## config.mk

```make
export PLATFORM = sky130hd
export DESIGN_NAME = gpio_intr_engine_flat
export DESIGN_NICKNAME = d
export VERILOG_FILES = /design/src/rtl/gpio_intr_engine_if.sv /design/src/rtl/gpio_intr_engine.sv /design/src/flat_wrapper.sv
export SDC_FILE = /design/constraint.sdc
export NUM_CORES = 2
export LEC_CHECK = 0
export CAP_MARGIN = 25
export CORE_AREA = 2 2 697 699
export CTS_CLUSTER_SIZE = 14
export DETAILED_ROUTE_END_ITERATION = 8
export DIE_AREA = 0 0 699 701
export PLACE_DENSITY = 0.3
export SLEW_MARGIN = 5
export SYNTH_ARGS = -nofsm -noshare
export SYNTH_HDL_FRONTEND = slang
export SYNTH_SLANG_ARGS = --single-unit
```

## constraint.sdc

```tcl
create_clock -name clk -period 1.81 [get_ports clk]
set_input_delay 0.181 -clock clk [delete_from_list [all_inputs] [get_ports clk]]
set_output_delay 0.181 -clock clk [all_outputs]
set_load 0.01 [all_outputs]
```

## src/rtl/gpio_intr_engine_if.sv

```systemverilog
// Pin, control and status bundle between the GPIO interrupt engine and the
// register block / interrupt aggregator that drives and observes it.
interface gpio_intr_engine_if #(
  parameter int NUM_GPIO    = 256,
  parameter int GROUP_WIDTH = 32,
  parameter int DEBOUNCE_W  = 8
);
  localparam int NUM_GROUPS = NUM_GPIO / GROUP_WIDTH;

  logic [NUM_GPIO-1:0]   gpio_in_data;
  logic [NUM_GPIO-1:0]   intr_enable;
  logic [3*NUM_GPIO-1:0] intr_mode;
  logic [DEBOUNCE_W-1:0] debounce_limit;
  logic [NUM_GPIO-1:0]   status_clr;
  logic [NUM_GPIO-1:0]   intr_status;
  logic [NUM_GROUPS-1:0] group_intr;

  // The register block side owns configuration and clears and watches status.
  modport master (
    output gpio_in_data,
    output intr_enable,
    output intr_mode,
    output debounce_limit,
    output status_clr,
    input  intr_status,
    input  group_intr
  );

  modport slave (
    input  gpio_in_data,
    input  intr_enable,
    input  intr_mode,
    input  debounce_limit,
    input  status_clr,
    output intr_status,
    output group_intr
  );
endinterface

```

## src/rtl/gpio_intr_engine.sv

```systemverilog
// Parametrised GPIO interrupt engine: synchronise, optionally debounce, detect per-pin
// events, latch W1C status and raise one summary interrupt per group. Debounce: GPIO_INTR_DEBOUNCE_EN.
module gpio_intr_engine #(
  parameter int NUM_GPIO    = 256,
  parameter int GROUP_WIDTH = 32,
  parameter int SYNC_STAGES = 2,
  parameter int DEBOUNCE_W  = 8
) (
  input logic               clk,
  input logic               rst_n,
  gpio_intr_engine_if.slave bus
);
  localparam int NUM_GROUPS = NUM_GPIO / GROUP_WIDTH;

  localparam logic [2:0] MODE_RISE = 3'd0;
  localparam logic [2:0] MODE_FALL = 3'd1;
  localparam logic [2:0] MODE_BOTH = 3'd2;
  localparam logic [2:0] MODE_HIGH = 3'd3;
  localparam logic [2:0] MODE_LOW  = 3'd4;

  logic [NUM_GPIO-1:0]   sync_q [SYNC_STAGES];
  logic [NUM_GPIO-1:0]   sync_d [SYNC_STAGES];
  logic [NUM_GPIO-1:0]   sync;
  logic [NUM_GPIO-1:0]   filt;
  logic [NUM_GPIO-1:0]   prev_q, prev_d;
  logic [NUM_GPIO-1:0]   rise, fall, evt;
  logic [NUM_GPIO-1:0]   status_q, status_d;
  logic [NUM_GROUPS-1:0] group_q, group_d;

  always_comb begin
    sync_d[0] = bus.gpio_in_data;
    for (int k = 1; k < SYNC_STAGES; k++) begin
      sync_d[k] = sync_q[k-1];
    end
  end

  always_ff @(posedge clk or negedge rst_n) begin
    if (!rst_n) begin
      for (int k = 0; k < SYNC_STAGES; k++) begin
        sync_q[k] <= '0;
      end
    end else begin
      sync_q <= sync_d;
    end
  end

  assign sync = sync_q[SYNC_STAGES-1];

`ifdef GPIO_INTR_DEBOUNCE_EN
  logic [NUM_GPIO-1:0]   filt_q, filt_d;
  logic [DEBOUNCE_W-1:0] cnt_q [NUM_GPIO];
  logic [DEBOUNCE_W-1:0] cnt_d [NUM_GPIO];

  // A pin must disagree with filt for limit+1 consecutive cycles before filt follows;
  // >= keeps a lowered limit from letting an in-flight count run past it and wrap.
  always_comb begin
    filt_d = filt_q;
    for (int i = 0; i < NUM_GPIO; i++) begin
      cnt_d[i] = '0;
      if (sync[i] != filt_q[i]) begin
        if (cnt_q[i] >= bus.debounce_limit) begin
          filt_d[i] = sync[i];
        end else begin
          cnt_d[i] = cnt_q[i] + DEBOUNCE_W'(1);
        end
      end
    end
  end

  always_ff @(posedge clk or negedge rst_n) begin
    if (!rst_n) begin
      filt_q <= '0;
      for (int i = 0; i < NUM_GPIO; i++) begin
        cnt_q[i] <= '0;
      end
    end else begin
      filt_q <= filt_d;
      cnt_q  <= cnt_d;
    end
  end

  assign filt = filt_q;
`else
  logic [DEBOUNCE_W-1:0] debounce_limit_unused;

  assign debounce_limit_unused = bus.debounce_limit;
  assign filt = sync;
`endif

  assign prev_d = filt;
  assign rise   = filt & ~prev_q;
  assign fall   = ~filt & prev_q;

  always_comb begin
    evt = '0;
    for (int i = 0; i < NUM_GPIO; i++) begin
      case (bus.intr_mode[3*i +: 3])
        MODE_RISE: evt[i] = rise[i];
        MODE_FALL: evt[i] = fall[i];
        MODE_BOTH: evt[i] = rise[i] | fall[i];
        MODE_HIGH: evt[i] = filt[i];
        MODE_LOW:  evt[i] = ~filt[i];
        default:   evt[i] = 1'b0;
      endcase
    end
  end

  // A new set beats a same-cycle clear, so level modes stay latched while the level holds.
  always_comb begin
    status_d = (status_q & ~bus.status_clr) | (evt & bus.intr_enable);
    group_d  = '0;
    for (int g = 0; g < NUM_GROUPS; g++) begin
      group_d[g] = |status_q[g*GROUP_WIDTH +: GROUP_WIDTH];
    end
  end

  always_ff @(posedge clk or negedge rst_n) begin
    if (!rst_n) begin
      prev_q   <= '0;
      status_q <= '0;
      group_q  <= '0;
    end else begin
      prev_q   <= prev_d;
      status_q <= status_d;
      group_q  <= group_d;
    end
  end

  assign bus.intr_status = status_q;
  assign bus.group_intr  = group_q;

endmodule

```

## src/flat_wrapper.sv

```systemverilog
// flat-port wrapper written by rule: the top's interface ports become plain ports
module gpio_intr_engine_flat 
#(
  parameter int NUM_GPIO    = 256,
  parameter int GROUP_WIDTH = 32,
  parameter int SYNC_STAGES = 2,
  parameter int DEBOUNCE_W  = 8
)
  (clk, rst_n, bus_gpio_in_data, bus_intr_enable, bus_intr_mode, bus_debounce_limit, bus_status_clr, bus_intr_status, bus_group_intr);
  gpio_intr_engine_if #(.NUM_GPIO(NUM_GPIO), .GROUP_WIDTH(GROUP_WIDTH), .DEBOUNCE_W(DEBOUNCE_W)) bus_i ();
  input logic clk;
  input logic rst_n;
  input wire logic [$bits(bus_i.gpio_in_data)-1:0] bus_gpio_in_data;
  input wire logic [$bits(bus_i.intr_enable)-1:0] bus_intr_enable;
  input wire logic [$bits(bus_i.intr_mode)-1:0] bus_intr_mode;
  input wire logic [$bits(bus_i.debounce_limit)-1:0] bus_debounce_limit;
  input wire logic [$bits(bus_i.status_clr)-1:0] bus_status_clr;
  output wire logic [$bits(bus_i.intr_status)-1:0] bus_intr_status;
  output wire logic [$bits(bus_i.group_intr)-1:0] bus_group_intr;
  assign bus_i.gpio_in_data = bus_gpio_in_data;
  assign bus_i.intr_enable = bus_intr_enable;
  assign bus_i.intr_mode = bus_intr_mode;
  assign bus_i.debounce_limit = bus_debounce_limit;
  assign bus_i.status_clr = bus_status_clr;
  assign bus_intr_status = bus_i.intr_status;
  assign bus_group_intr = bus_i.group_intr;
  gpio_intr_engine #(.NUM_GPIO(NUM_GPIO), .GROUP_WIDTH(GROUP_WIDTH), .SYNC_STAGES(SYNC_STAGES), .DEBOUNCE_W(DEBOUNCE_W)) u_core (.clk(clk), .rst_n(rst_n), .bus(bus_i));
endmodule
```

Word level (Yosys, flattened, before mapping)
Cells that the tools add are included.
W data, S select, Z words.
- register bits after elaboration: 1032
- bits in latches: 0
- bits in writable memories: 0
- bits in read-only memories: 0
- input port bits: 1546
- output and inout port bits: 264
- logic and storage cells: 2069
- memories: 0
- add/sub/neg operators: 0
- $mul: 0
- div/mod/pow operators: 0
- magnitude comparators: 0
- equal/unequal tests: 1024
- shifts and indexed selects: 0
- mux-type cells: 256
- bitwise operators: 520
- reductions and logical operators: 264
- operators by type and width (operator ; count):
    $eq A3 B2 Y1 const B ; 512
    $pmux W1 S5 ; 256
    $and A256 B256 Y256 ; 4
    $eq A3 B1 Y1 const B ; 256
    $eq A3 B3 Y1 const B ; 256
    $logic_not A3 Y1 ; 256
    $not A256 Y256 ; 3
    $not A1 Y1 ; 256
    $or A1 B1 Y1 ; 256
    $or A256 B256 Y256 ; 1
    $reduce_or A32 Y1 ; 8

Depth between registers and ports, before layout
- word-level depth: 6
- gate-level depth with buffers: 5
- gate-level depth less buffers: 5

Worst setup path before layout
No wires, ideal clock.
- path kind: register -> register
- start point: register u_core.sync_q (netlist bit u_core.filt[0])
- end point: register u_core.status_q[0] (netlist: u_core.bus.intr_status[0])
- setup time: 0.126 ns
- arrival time: 1.460 ns
- required time: 1.684 ns
- slack: 0.224 ns
- cell stages (with the launch flop): 5
- buffers on the path: 0
- clock period less this slack: 1.586 ns
- cell sequence: dfrtp_1 -> ha_1 -> inv_1 -> mux4_2 -> a311o_1
- longest elaborated chain between the ends: 6
- elaborated cells on any way between the ends: 8
- classes of those cells: 1 x mux; 7 x bitwise
- RTL lines (what ; line ; RTL):
    from (decl) ; gpio_intr_engine.sv:21 ; logic [NUM_GPIO-1:0] sync_q [SYNC_STAGES];
    from (signal assigned) ; gpio_intr_engine.sv:43 ; sync_q <= sync_d;
    $not A256 Y256 ; gpio_intr_engine.sv:92 ; assign fall = ~filt & prev_q;
    $and A256 B256 Y256 ; gpio_intr_engine.sv:92 ;
    $or A1 B1 Y1 ; gpio_intr_engine.sv:100 ; MODE_BOTH: evt[i] = rise[i] | fall[i];
    $pmux W1 S5 (*) ; gpio_intr_engine.sv:97 ; case (bus.intr_mode[3*i +: 3])
    $and A256 B256 Y256 (*) ; gpio_intr_engine.sv:110 ; status_d = (status_q & ~bus.status_clr) | (evt & bus.intr_enable);
    $or A256 B256 Y256 (*) ; gpio_intr_engine.sv:110 ;
    via u_core.status_d[0] ; gpio_intr_engine.sv:27 ; logic [NUM_GPIO-1:0] status_q, status_d;
    to (signal assigned) ; gpio_intr_engine.sv:124 ; status_q <= status_d;
    to (decl) ; gpio_intr_engine.sv:27 ;
The timed path passes the listed nets; every way through them passes the cells marked *.

Worst setup path after layout
- start point: register u_core.status_q[249] (netlist: u_core.bus.intr_status[249])
- end point: register u_core.group_q[7] (netlist: u_core.bus.group_intr[7])
- longest elaborated chain between the ends: 1
- RTL lines (what ; line ; RTL):
    $reduce_or A32 Y1 ; gpio_intr_engine.sv:113 ; group_d[g] = |status_q[g*GROUP_WIDTH +: GROUP_WIDTH];
    via u_core.group_d[7] ; gpio_intr_engine.sv:28 ; logic [NUM_GROUPS-1:0] group_q, group_d;
    to (signal assigned) ; gpio_intr_engine.sv:125 ; group_q <= group_d;
    to (decl) ; gpio_intr_engine.sv:28 ;
The timed path passes the listed nets, and every way through them passes these cells.

==> flow_summary.json <==
{
  "drt_first_pass_iters": 5,
  "first_iter_violations": 2253,
  "wl_mm": 353,
  "wirelength_met1_mm": 151,
  "layout_common_cells": "clkdlybuf4s50_1, inv_1, dfrtp_1",
  "ant_nets": 0,
  "drc": 0,
  "fmax_mhz": 453,
  "start_kind": "flip-flop",
  "report.final.slew_viol_count": 0,
  "status": "complete, but fails checks",
  "dieArea_um2": 490000,
  "portBuffers": 1801,
  "syn_nets": 6004,
  "timing.hold.ws_ns": 0.108,
  "post-route-min-period_ns": 2.21,
  "grt_use_total_pct": 14.0,
  "tightest_slew_ns": 1.01,
  "path_class": "reg2reg",
  "met2WireLength_mm": 164,
  "clockBufferDepth": 4,
  "finClkSkew_ns": 0.0215,
  "gp_congestion": 0.899,
  "drive_gt1_share_pct": 20.5,
  "fillers": 52700,
  "root_buffer": "clkbuf_16",
  "via_per_inst": 3.27,
  "syn_area_um2": 49800,
  "setup_viol": 6,
  "required_ns": 2.51,
  "wl_met3_mm": 28.1,
  "p_leak_nw": 42.9,
  "cts_tree": "yes",
  "initial_core_util_pct": 10.3,
  "synth_top_cell_by_area": "dfrtp_1",
  "power.density_nw_per_um2": 808,
  "synth_top_area_share_pct": 51.9,
  "io_pins": 1810,
  "chipHeight_um": 701,
  "fin_crit_sh_pct": 122,
  "slowest_delay_ns": 0.87,
  "nets": 9021,
  "wl_per_cell_um": 26.0,
  "grt_max_degree": 80,
  "core_um2": 482000,
  "critical-path-slowest-cell": "nor4_1",
  "grt_pass1_vias": 48400,
  "crit_fanout": 2,
  "cp_cell_sequence": "nor4_1, buf_4, nand4_1, buf_12, or2_4",
  "setup_ws_ns": -0.398,
  "row_count": 255,
  "crit_arrival_ns": 2.91,
  "synth_warnings": 0,
  "setup_total_negative_slack_ns": -0.983,
  "htreeDepth": 4,
  "max_cap_violations": 0,
  "syn2layout_area_growth_pct": 84.6,
  "violations": "setup timing",
  "syn_inst": 3946,
  "syn_avg_cell_area_um2": 12.6,
  "synth.area.top_cells": "dfrtp_1, ha_1, mux4_2, inv_1, a41o_1",
  "register_area_um2": 26000,
  "die_x_um": 699,
  "worst_setup_path_end_kind": "flip-flop",
  "multi_input_area_um2": 20400,
  "final_common_cell": "clkdlybuf4s50_1",
  "antenna_found_initial": 273,
  "overflow": 0,
  "highest-signal-layer": "met5",
  "hold_class": "in2reg",
  "ys_ff_latch": 1032,
  "grt_pass1_wl_mm": 458,
  "via_count": 44400,
  "dpl.hpwl_mm": 305,
  "clk_latency_ns": 0.84,
  "peakVddDrop_mv": 0.665,
  "clkSinkCount": 1032,
  "total_power_mw": 74.3,
  "yosysSeqAreaShare_pct": 51.9,
  "hold_violations": 0,
  "path_clk_slew_ns": 0.06,
  "synth_cell_types": 23,
  "rsz0062_at_grt": "true",
  "relSlewSlack_pct": 31.8,
  "cts-buffers-inserted": 158
}
-- cells in the mapped netlist --
master    number
nor2b_1      260
nand2b_1       2
a21oi_1        1
inv_1       1023
o21ai_0        1
nand4_1       16
a221o_1        3
mux2_2         1
mux2i_1        3
ha_1         512
a31o_2       251
dfrtp_1     1032
nor4b_1        4
or4b_1         3
o41ai_1        3
mux4_2       252
a311o_1        1
a41o_1       251
and4b_2        1
or2_2          8
nor4_1        64
a32oi_1        1
nor2_1       253
-- what timing repair did --
action | 4_1_cts | 5_1_grt
gates cloned | 0 | 0
endpoints found under the hold margin | 1386 | 0
hold buffers | 745 | 0
setup endpoints to repair | 266 | 36
pin swaps | 11 | 11
setup buffers | 102 | 8
resized for setup | 1269 | 9
-- per-layer routing --
metal  vias to the layer above  global-route usage [%]
met3                       617                    4.54
met1                     22300                    17.6
met2                      1662                    23.1
met5                         -                       0
met4                       106                    3.52
li1                      19700                       -
-- power by group --
part / internal, mW / total (mW) / leakage, nW / switching [mW]
logic: 8.76 / 15.5 / 28.1 / 6.77
clock network: 19.5 / 32.3 / 2.61 / 12.8
registers: 24.7 / 26.4 / 12.2 / 1.74
-- registers in the layout, indices dropped and copies added, names as in the netlist --
register                count
u_core.bus.intr_status    256
u_core.filt               256
u_core.prev_q             256
u_core.sync_d             256
u_core.bus.group_intr       8
-- worst max-delay path: cells and delay by family, from the launching register on --
kind / cells / cell delay, ns
flops: 1 / 0.39
buf+inv: 2 / 0.45
simple gates: 3 / 1.25
-- cell families (layout without fill, tap and decap cells) --
family / after synthesis / after routing / share of synthesized area [%]
and+or+nand+nor: 611 / 611 / 6.46
muxes: 256 / 256 / 11.5
DFF: 1032 / 1032 / 51.9
other: 0 / 71 / 0
adders and majority gates: 512 / 512 / 12.9
AOI/OAI and AO/OA: 512 / 512 / 9.63
buffers and inverters: 1023 / 4161 / 7.71
-- stage by stage --
| stage | std cells | area, µm² | util [%] | setup WS (ns) |
|---|---|---|---|---|
| finish | 13600 | 91900 | 19.1 | -0.398 |
| floorplan | 3946 | 49800 | - | 0.224 |
| global route | 13500 | 91800 | 19.1 | -0.680 |
| detailed placement | 12400 | 78200 | 16.2 | -1.13 |
| CTS | 13500 | 91700 | 19.0 | -0.652 |
| global placement | 12400 | 78200 | 16.2 | -2.03 |
-- final timing paths --
path | from | end | slack (ns) | cells after the start
setup reg to reg | u_core.bus.intr_status[249] | u_core.bus.group_intr[7] | -0.40 | 5
min in group asynchronous | rst_n | u_core.sync_d[103] | 0.25 | 3
hold / removal | bus_intr_mode[95] | u_core.bus.intr_status[31] | 0.11 | 3
setup / recovery | u_core.bus.intr_status[249] | u_core.bus.group_intr[7] | -0.40 | 5
hold reg to reg | u_core.sync_d[130] | u_core.filt[130] | 0.33 | 0
max in group asynchronous | rst_n | u_core.bus.intr_status[251] | 0.26 | 3
-- area by class of cell --
cell class	count	area share (%)
Inverter	1023	4.18
Sequential cell	1032	28.3
Multi-Input combinational cell	1891	22.2
Tap cell	6425	8.75
Antenna cell	71	0.193
Clock inverter	42	0.555
Timing Repair Buffer	2857	30.7
Clock buffer	239	5.18
Power figures use the tool's default switching activity.
